### src/rtl/apb_nslv_pkg.sv
// Shared types and defaults for the multi-slave APB master.
// Holds the FSM state encoding, read/write command encoding and parameter defaults.
package apb_nslv_pkg;

    typedef enum logic [1:0] {
        ST_IDLE   = 2'd0,
        ST_SETUP  = 2'd1,
        ST_ACCESS = 2'd2
    } apb_state_e;

    localparam logic RW_READ  = 1'b1;
    localparam logic RW_WRITE = 1'b0;

    localparam int DEF_ADDR_W  = 9;
    localparam int DEF_DATA_W  = 8;
    localparam int DEF_NUM_SLV = 2;
    localparam int DEF_TIMEOUT = 16;

    function automatic int sel_width(input int num_slv);
        return (num_slv > 2) ? $clog2(num_slv) : 1;
    endfunction

endpackage

### src/rtl/apb_slv_decode.sv
// Slave index decode: range check of the incoming command index, one-hot select of the
// latched index, and mux of the selected slave's return signals (only while in ACCESS).
module apb_slv_decode #(
    parameter int DATA_W  = 8,
    parameter int NUM_SLV = 2,
    parameter int SEL_W   = 1
) (
    input  logic [SEL_W-1:0]          cmd_idx,
    output logic                      cmd_idx_ok,
    input  logic [SEL_W-1:0]          cur_idx,
    input  logic                      access,
    input  logic [NUM_SLV*DATA_W-1:0] prdata,
    input  logic [NUM_SLV-1:0]        pready,
    input  logic [NUM_SLV-1:0]        pslverr,
    output logic [NUM_SLV-1:0]        psel_vec,
    output logic [DATA_W-1:0]         sel_prdata,
    output logic                      sel_pready,
    output logic                      sel_pslverr
);

    assign cmd_idx_ok = ({{(32-SEL_W){1'b0}}, cmd_idx} < 32'(NUM_SLV));

    always_comb begin
        psel_vec    = '0;
        sel_prdata  = '0;
        sel_pready  = 1'b0;
        sel_pslverr = 1'b0;
        for (int i = 0; i < NUM_SLV; i++) begin
            if (cur_idx == SEL_W'(i)) begin
                psel_vec[i] = 1'b1;
                if (access) begin
                    sel_prdata  = prdata[i*DATA_W +: DATA_W];
                    sel_pready  = pready[i];
                    sel_pslverr = pslverr[i];
                end
            end
        end
    end

endmodule

### src/rtl/apb_master_nslv.sv
// APB master fanning one command port out to NUM_SLV slaves, with wait-state timeout
// and decode-error reporting for slave indices beyond NUM_SLV.
//
// state     | meaning
// ----------+----------------------------------------------------------
// ST_IDLE   | ready for a command; psel/penable low
// ST_SETUP  | psel of latched slave high for exactly one cycle
// ST_ACCESS | psel+penable high until pready or the wait counter expires
module apb_master_nslv
    import apb_nslv_pkg::*;
#(
    parameter int  ADDR_W  = DEF_ADDR_W,
    parameter int  DATA_W  = DEF_DATA_W,
    parameter int  NUM_SLV = DEF_NUM_SLV,
    parameter int  TIMEOUT = DEF_TIMEOUT,
    localparam int SEL_W   = sel_width(NUM_SLV),
    localparam int PA_W    = ADDR_W - SEL_W
) (
    input  logic                      pclk,
    input  logic                      presetn,
    input  logic                      transfer,
    input  logic                      read_write,
    input  logic [ADDR_W-1:0]         apb_read_paddr,
    input  logic [ADDR_W-1:0]         apb_write_paddr,
    input  logic [DATA_W-1:0]         apb_write_data,
    output logic                      cmd_ready,
    output logic [DATA_W-1:0]         apb_read_data_out,
    output logic                      rsp_valid,
    output logic                      rsp_err,
    output logic [NUM_SLV-1:0]        psel,
    output logic                      penable,
    output logic                      pwrite,
    output logic [PA_W-1:0]           paddr,
    output logic [DATA_W-1:0]         pwdata,
    input  logic [NUM_SLV*DATA_W-1:0] prdata,
    input  logic [NUM_SLV-1:0]        pready,
    input  logic [NUM_SLV-1:0]        pslverr
);

    localparam int CNT_W = $clog2(TIMEOUT);

    apb_state_e        state, state_nx;
    logic [ADDR_W-1:0] cmd_addr;
    logic [SEL_W-1:0]  cmd_idx, cur_idx;
    logic              cmd_idx_ok;
    logic [CNT_W-1:0]  wait_cnt;
    logic              err_pend;
    logic              load, done, tmo, bad_accept, idle_err;
    logic [NUM_SLV-1:0] psel_vec;
    logic [DATA_W-1:0] sel_prdata;
    logic              sel_pready, sel_pslverr;

    assign cmd_addr = (read_write == RW_READ) ? apb_read_paddr : apb_write_paddr;
    assign cmd_idx  = cmd_addr[ADDR_W-1 -: SEL_W];

    apb_slv_decode #(
        .DATA_W  (DATA_W),
        .NUM_SLV (NUM_SLV),
        .SEL_W   (SEL_W)
    ) u_decode (
        .cmd_idx     (cmd_idx),
        .cmd_idx_ok  (cmd_idx_ok),
        .cur_idx     (cur_idx),
        .access      (state == ST_ACCESS),
        .prdata      (prdata),
        .pready      (pready),
        .pslverr     (pslverr),
        .psel_vec    (psel_vec),
        .sel_prdata  (sel_prdata),
        .sel_pready  (sel_pready),
        .sel_pslverr (sel_pslverr)
    );

    always_comb begin
        state_nx   = state;
        cmd_ready  = 1'b0;
        penable    = 1'b0;
        load       = 1'b0;
        done       = 1'b0;
        tmo        = 1'b0;
        bad_accept = 1'b0;
        case (state)
            ST_IDLE: begin
                cmd_ready = 1'b1;
                if (transfer) begin
                    if (cmd_idx_ok) begin
                        load     = 1'b1;
                        state_nx = ST_SETUP;
                    end else begin
                        bad_accept = 1'b1;
                    end
                end
            end
            ST_SETUP: state_nx = ST_ACCESS;
            ST_ACCESS: begin
                penable = 1'b1;
                if (sel_pready) begin
                    cmd_ready = 1'b1;
                    done      = 1'b1;
                    state_nx  = ST_IDLE;
                    if (transfer && cmd_idx_ok) begin
                        load     = 1'b1;
                        state_nx = ST_SETUP;
                    end else if (transfer) begin
                        bad_accept = 1'b1;
                    end
                end else if (wait_cnt == '0) begin
                    tmo      = 1'b1;
                    state_nx = ST_IDLE;
                end
            end
            default: state_nx = ST_IDLE;
        endcase
    end

    assign psel = (state == ST_SETUP || state == ST_ACCESS) ? psel_vec : '0;

    // A decode error accepted in a completing ACCESS would collide with that completion's
    // response, so it is deferred one cycle through err_pend.
    assign idle_err = (state == ST_IDLE) && (bad_accept || err_pend);

    always_ff @(posedge pclk or negedge presetn) begin
        if (!presetn) begin
            state             <= ST_IDLE;
            paddr             <= '0;
            pwrite            <= 1'b0;
            pwdata            <= '0;
            cur_idx           <= '0;
            wait_cnt          <= '0;
            err_pend          <= 1'b0;
            rsp_valid         <= 1'b0;
            rsp_err           <= 1'b0;
            apb_read_data_out <= '0;
        end else begin
            state <= state_nx;
            if (load) begin
                paddr   <= cmd_addr[PA_W-1:0];
                pwrite  <= (read_write == RW_WRITE);
                pwdata  <= apb_write_data;
                cur_idx <= cmd_idx;
            end
            if (state == ST_SETUP)
                wait_cnt <= CNT_W'(TIMEOUT - 1);
            else if (state == ST_ACCESS && wait_cnt != '0)
                wait_cnt <= wait_cnt - 1'b1;
            err_pend  <= (state == ST_ACCESS && bad_accept) ||
                         (state == ST_IDLE && err_pend && bad_accept);
            rsp_valid <= done || tmo || idle_err;
            rsp_err   <= done ? sel_pslverr : (tmo || idle_err);
            if (done && !pwrite && !sel_pslverr)
                apb_read_data_out <= sel_prdata;
        end
    end

endmodule

### config.mk
export PLATFORM = sky130hd
export DESIGN_NAME = apb_master_nslv
export DESIGN_NICKNAME = d
export VERILOG_FILES = /design/src/rtl/apb_nslv_pkg.sv /design/src/rtl/apb_slv_decode.sv /design/src/rtl/apb_master_nslv.sv
export SDC_FILE = /design/constraint.sdc
export NUM_CORES = 1
export LEC_CHECK = 0
export CAP_MARGIN = 5
export CORE_ASPECT_RATIO = 0.7
export CORE_MARGIN = 2
export CORE_UTILIZATION = 41
export DETAILED_ROUTE_END_ITERATION = 7
export PLACE_DENSITY = 0.8
export SYNTH_ARGS = -nofsm -noshare
export SYNTH_HDL_FRONTEND = slang
export SYNTH_SLANG_ARGS = --single-unit
export TNS_END_PERCENT = 10
### constraint.sdc
create_clock -name pclk -period 2.2 [get_ports pclk]
set_input_delay 0.44 -clock pclk [delete_from_list [all_inputs] [get_ports pclk]]
set_output_delay 0.44 -clock pclk [all_outputs]
set_load 0.005 [all_outputs]
==> results of run 1 <==
[power groups by stage]
stage               Combinational, uW  Clock [uW]  Sequential, uW
detailed placement               1580           0            1090
global route                     1690         499            1110
global placement                 1530           0            1070
CTS                              1570         476            1080
finish                           1550         466            1080
floorplan                         758           0            1060
[what timing repair did]
action	in CTS	in global routing
hold buffers	0	0
setup endpoints to repair	1	0
gates resized for setup	2	0
[worst max path at each step]
stage                               startpoint                     to  depth (start not counted)
after floorplan           state[0]$_DFFE_PN0P_  pwdata[5]$_DFFE_PN0P_                          6
after global placement               pready[1]              cmd_ready                          4
after detailed placement             pready[1]              cmd_ready                          4
after CTS                 state[0]$_DFFE_PN0P_                psel[0]                          4
after global routing      state[1]$_DFFE_PN0P_                psel[0]                          4
final                     state[1]$_DFFE_PN0P_                psel[0]                          4
[registers in the layout, indices dropped and copies added, names as in the netlist]
name	count
apb_read_data_out	8
paddr	8
pwdata	8
wait_cnt	4
state	2
cur_idx	1
pwrite	1
rsp_err	1
rsp_valid	1
[cell families after synthesis]
kind of cell / Yosys count / synth area share [%]
simple gates: 21 / 6.45
flops: 34 / 48.2
compound gates: 15 / 6.38
buf+inv: 15 / 4.26
mux: 47 / 31.1
fa+ha+maj: 5 / 3.55
[per-layer routing]
| metal | up-vias | global-route usage, % | routed length (um) |
|---|---|---|---|
| met4 | 0 | 4.29 | 34 |
| met2 | 50 | 30.3 | 2030 |
| met3 | 4 | 6.60 | 299 |
| li1 | 663 | - | - |
| met5 | - | 0 | 0 |
| met1 | 666 | 22.4 | 1710 |
[layout make-up]
cell class	count	area [sq um]
clock inverters	1	5.00
repair buffers	89	880
multi-input cells	88	838
flip-flops and latches	34	852
inverters	8	30.0
fillers	276	1260
clock buffers	7	86.3
well taps	52	65.1
[stage by stage]
stage                     cell area (sq um)  util [%]  TNS, ns  setup slack [ns]
after floorplan                        1760         -        0             0.305
after global placement                 2670      66.3        0            0.0287
after detailed placement               2670      66.3  -0.0115           -0.0115
after CTS                              2760      68.6        0            0.0641
after global routing                   2760      68.6        0            0.0127
final                                  2760      68.6        0            0.0940
[worst register-to-register path: cells and delay by family, from the launching register on]
family        cells  cell delay, ns
simple gates      1            0.52
buf+inv           3            0.41
flops             1            0.40
mux               1            0.31
fa+ha+maj         1            0.23
[cells in the final DEF (no fill, tap or decap), drive strengths merged, types with 4 or more instances in the layout]
cell type / netlist / layout
ha: 5 / 5
mux2: 36 / 36
o21ai: 4 / 4
buf: 4 / 9
inv: 8 / 8
nor2: 8 / 8
dfrtp: 34 / 34
mux2i: 11 / 11
clkbuf: 3 / 7
clkdlybuf4s50: 0 / 79
==> summary.txt, run 1 <==
Hold path
  – Hold Crit Start: pwdata[7]$_DFFE_PN0P_
  – Worst hold path endpoint: pwdata[7]$_DFFE_PN0P_
  – Worst hold path class: reg -> reg
  – Depth of the worst hold-timing path: 1

Worst setup path
  – Max stage delay on crit path: 0.50 ns
  – Reg2reg end: apb_read_data_out[5]$_DFFE_PN0P_
  – Slowest CP cell: clkdlybuf4s50_1
  – Critical-path cell list: inv_1, ha_1, nor2b_1, clkdlybuf4s50_1
  – CP arrival: 1.67 ns
  – Worst reg2reg setup slack: 0.22 ns
  – CP Max Fanout: 3
  – CP Launch Type: flip-flop
  – Worst reg-to-reg path cell count: 6
  – Reg2reg start: state[0]$_DFFE_PN0P_
  – Worst path required time: 1.76 ns
  – CP top delay family: buffers and inverters
  – Worst path bufs/invs: 2
  – Worst Setup End Kind: output port
  – Setup CP Type: reg -> out

STA
  – Max_slew headroom: 71.2%
  – F_max: 475 MHz
  – Final setup vio count: 0
  – Final period utilization: 95.7%
  – Min Clock Period, post-route: 2.11 ns
  – Fin Hold WS: 0.509 ns
  – Worst-Margin Slew: 0.431 ns
  – Clock skew: 0.00743 ns
  – Final hold violation count: 0
  – RSZ-0062 raised after global routing: no
  – Max Slew Vio Count: 0

Power
  – Net load switching power: 930 uW
  – PnR Total Power: 3090 uW
  – Pint: 2160 uW
  – Sw frac: 30.1%
  – Seq pwr share: 34.8%
  – Combinational fraction of design power: 50.1%
  – Power density over the cells: 1120 nW/um^2
  – Worst VDD drop: 685 uV
  – Clk pwr share: 15.1%
  – Leakage power: 0.00121 uW

Floorplan
  – Rows: 19
  – Starting Density: 43.9%
  – Die H: 58.9 um
  – Die ar.: 4850 sq um
  – IO Pins: 81
  – Width of the chip: 82.4 um
  – Core area: 4020 sq um

Synthesis
  – Synth Cell Area: 1760 sq um
  – Post-synth top area cell: dfrtp_1
  – EDFF count, synth: 0
  – Most common cell in the netlist: dfrtp_1
  – Synth unique cells: 31
  – Synth Net Count: 192
  – Top_reg_cell synth: dfrtp_1
  – Asr flop ratio synth: 100%
  – Warnings from Yosys: 0
  – Synth top area share: 48.2%
  – Seq/Total Area, Yosys: 48.2%
  – Cells after Synth: 137
  – #FFs+latches synth: 34
  – Avg Inst Size Synth: 12.9 sq um
  – Top cells by area, synth: dfrtp_1 48%, mux2_2 17%, mux2_4 7.7%, mux2i_1 6.2%, ha_1 3.5%
  – Post-synth top cells: 34 x dfrtp_1, 27 x mux2_2, 11 x mux2i_1, 9 x mux2_4

Clocking
  – CTS root buffer: clkbuf_8
  – Clk slew on worst S/H paths: 0.07 ns
  – H-tree levels: 2
  – CTS Buf Count: 5
  – Clk_lat worst skew: 0.28 ns
  – TritonCTS clock tree: done
  – Sink Count: 34
  – Setup Fix Bufs, Post-CTS: 0
  – Deepest clock path buffer count: 2

Placement
  – HPWL Detailed: 3.23 mm
  – Dpl cells: 271
  – Port bufs: 80
  – GPL Wtd Cong: 0.781

Global route
  – Largest net degree at the start of global routing: 35
  – Global route overflow: 0
  – Initial antenna violation count: 0
  – First-pass GRT wire length: 6.51 mm
  – Vias in the first global route: 1,430
  – GRT Util Overall: 18.1%

Drt
  – Vias: 1,383
  – DRT Wirelength: 4.07 mm
  – Avg WL per Cell: 14.6 um
  – Post-DRT Antenna Nets: 0
  – DRT Pass-1 Iters: 4
  – DR DRC count: 0
  – Via density: 4.96
  – Initial DRC Count: 41

Final layout
  – Finished Layout Cells: 279
  – Fin nets: 281
  – Syn-to-layout area delta: 56.2%
  – Ant diodes: 0
  – Share of layout cells above drive strength 1: 24.2%

Job
  – Max Cap Viol: 0

Run status
  – Status: completed
(Power assumes the default switching activity.)
==> inputs of run 2 (changes only) <==
- CORE_UTILIZATION: 41 -> 48
- DONT_BUFFER_PORTS: unset -> 1
- PLACE_DENSITY: 0.8 -> unset
==> run 2 against run 1 <==
Compared with the run above: hold slack worse by 0.26 ns; combinational power is 42% lower; fmax is 0.23% lower; sequential power is 4% higher; via count is 19% lower; wire length is 17% lower; total power is 21% lower; largest cell class is now registers.
==> summary.txt, run 2 (synthesis results as in run 1) <==
Floorplan
  – IO Pins: 81
  – Die H: 54.7 um
  – Die ar.: 4180 sq um
  – Core area: 3510 sq um
  – Starting Density: 50.2%
  – Width of the chip: 76.5 um
  – Rows: 18

Placement
  – GPL Wtd Cong: 0.825
  – HPWL Detailed: 2.44 mm
  – Port bufs: 0

Power
  – Worst VDD drop: 711 uV
  – Power density over the cells: 1260 nW/um^2
  – PnR Total Power: 2440 uW
  – Leakage power: 0.000887 uW

Clocking
  – TritonCTS clock tree: done
  – Sink Count: 34
  – H-tree levels: 2
  – CTS Buf Count: 5
  – Deepest clock path buffer count: 2
  – CTS root buffer: clkbuf_8
  – Clk slew on worst S/H paths: 0.07 ns
  – Clk_lat worst skew: 0.28 ns
  – # resized after CTS: 0

STA
  – Max Slew Vio Count: 0
  – Clock skew: 0.00839 ns
  – F_max: 474 MHz
  – Min Clock Period, post-route: 2.11 ns
  – Final hold violation count: 0
  – Final setup vio count: 0
  – Final period utilization: 95.9%
  – Max_slew headroom: 67.9%
  – Worst-Margin Slew: 0.482 ns
  – RSZ-0062 raised after global routing: no
  – Setup_tns: 0 ns

Global route
  – Largest net degree at the start of global routing: 35
  – Initial antenna violation count: 0
  – GRT Util Overall: 16.5%
  – Vias in the first global route: 1,078
  – Global route overflow: 0
  – First-pass GRT wire length: 5.21 mm

Drt
  – Metal-1 WL: 1.49 mm
  – DRT Wirelength: 3.38 mm
  – Vias: 1,124
  – DRT Pass-1 Iters: 3
  – Met2 WL post-DR: 1.54 mm
  – Avg WL per Cell: 17.4 um
  – Max layer used: met4
  – Post-DRT Antenna Nets: 0
  – Initial DRC Count: 65
  – Routed wl met3: 300 um
  – DR DRC count: 0
  – Via density: 5.79

Final layout
  – Most frequent cells in the layout: 34 x dfrtp_1, 27 x mux2_2, 11 x mux2i_1
  – Commonest non-fill, non-tap cell in the layout: dfrtp_1
  – Final core occ: 54.8%
  – Share of layout cells above drive strength 1: 34.0%
  – Biggest regs: apb_read_data_out (8), paddr (8), pwdata (8)
  – Ant diodes: 0
  – Fin nets: 199
  – Syn-to-layout area delta: 9.15%

Hold path
  – Hold Crit Start: read_write
  – Worst hold path class: in -> reg
  – Depth of the worst hold-timing path: 1

Worst setup path
  – Reg2reg start: state[0]$_DFFE_PN0P_
  – CP Max Fanout: 8
  – Worst path required time: 2.36 ns
  – Setup CP Type: reg -> reg
  – Worst reg-to-reg path cell count: 5
  – CP arrival: 2.27 ns
  – Critical path origin: state[0]$_DFFE_PN0P_
  – CP Launch Type: flip-flop
  – Worst reg2reg setup slack: 0.09 ns
  – Worst Setup End Kind: flip-flop

Run status
  – Status: completed

Job
  – Max Cap Viol: 0
[run 2: report_power, final]
group          total, uW  leakage [uW]  internal (uW)  switching, uW
logic                893      0.000438            494            399
registers           1120      0.000410            896            221
clock network        426     0.0000383            218            208
[run 2: layer usage]
layer | GRT usage (%) | vias to the layer above
li1 | - | 504
met1 | 20.1 | 559
met2 | 25.7 | 54
met3 | 7.10 | 7
met4 | 8.48 | 0
met5 | 0 | -
[run 2: area by class of cell]
type / count / area (sq um)
Multi-Input combinational cell: 88 / 838
Fill cell: 314 / 1590
Tap cell: 50 / 62.6
Clock buffer: 7 / 76.3
Inverter: 8 / 30.0
Timing Repair Buffer: 7 / 67.6
Sequential cell: 34 / 851
[run 2: worst paths after layout]
check,end
setup reg to reg,apb_read_data_out[1]$_DFFE_PN0P_
hold / removal,pwrite$_DFFE_PN0P_
setup / recovery,apb_read_data_out[1]$_DFFE_PN0P_
max in group asynchronous,paddr[7]$_DFFE_PN0P_
hold reg to reg,paddr[5]$_DFFE_PN0P_
min in group asynchronous,apb_read_data_out[5]$_DFFE_PN0P_
[run 2: critical path: stages, from the launching register on]
cell	delay (ns)
dfrtp_1	0.41
inv_1	0.11
ha_1	0.24
inv_1	0.07
or4_1	0.78
mux2_4	0.38
[run 2: stage by stage]
| step | cells | setup slack [ns] | area, sq um | hold slack (ns) |
|---|---|---|---|---|
| global placement | 185 | 0.176 | 1820 | 0.145 |
| finish | 194 | 0.0892 | 1930 | 0.247 |
| CTS | 194 | 0.0960 | 1930 | 0.238 |
| floorplan | 137 | 0.305 | 1760 | 0.144 |
| global route | 194 | 0.0246 | 1930 | 0.233 |
| detailed placement | 185 | 0.114 | 1820 | 0.145 |
[run 2: repair_timing]
action                    CTS  global route
hold endpoints to repair   34             0
setup buffers               0             0
hold buffers                2             0
==> inputs of run 3 (changes only) <==
- CTS_CLUSTER_SIZE: unset -> 25
==> results of run 3 <==
The final DEF is identical to that of run 2; final timing and power are the same.
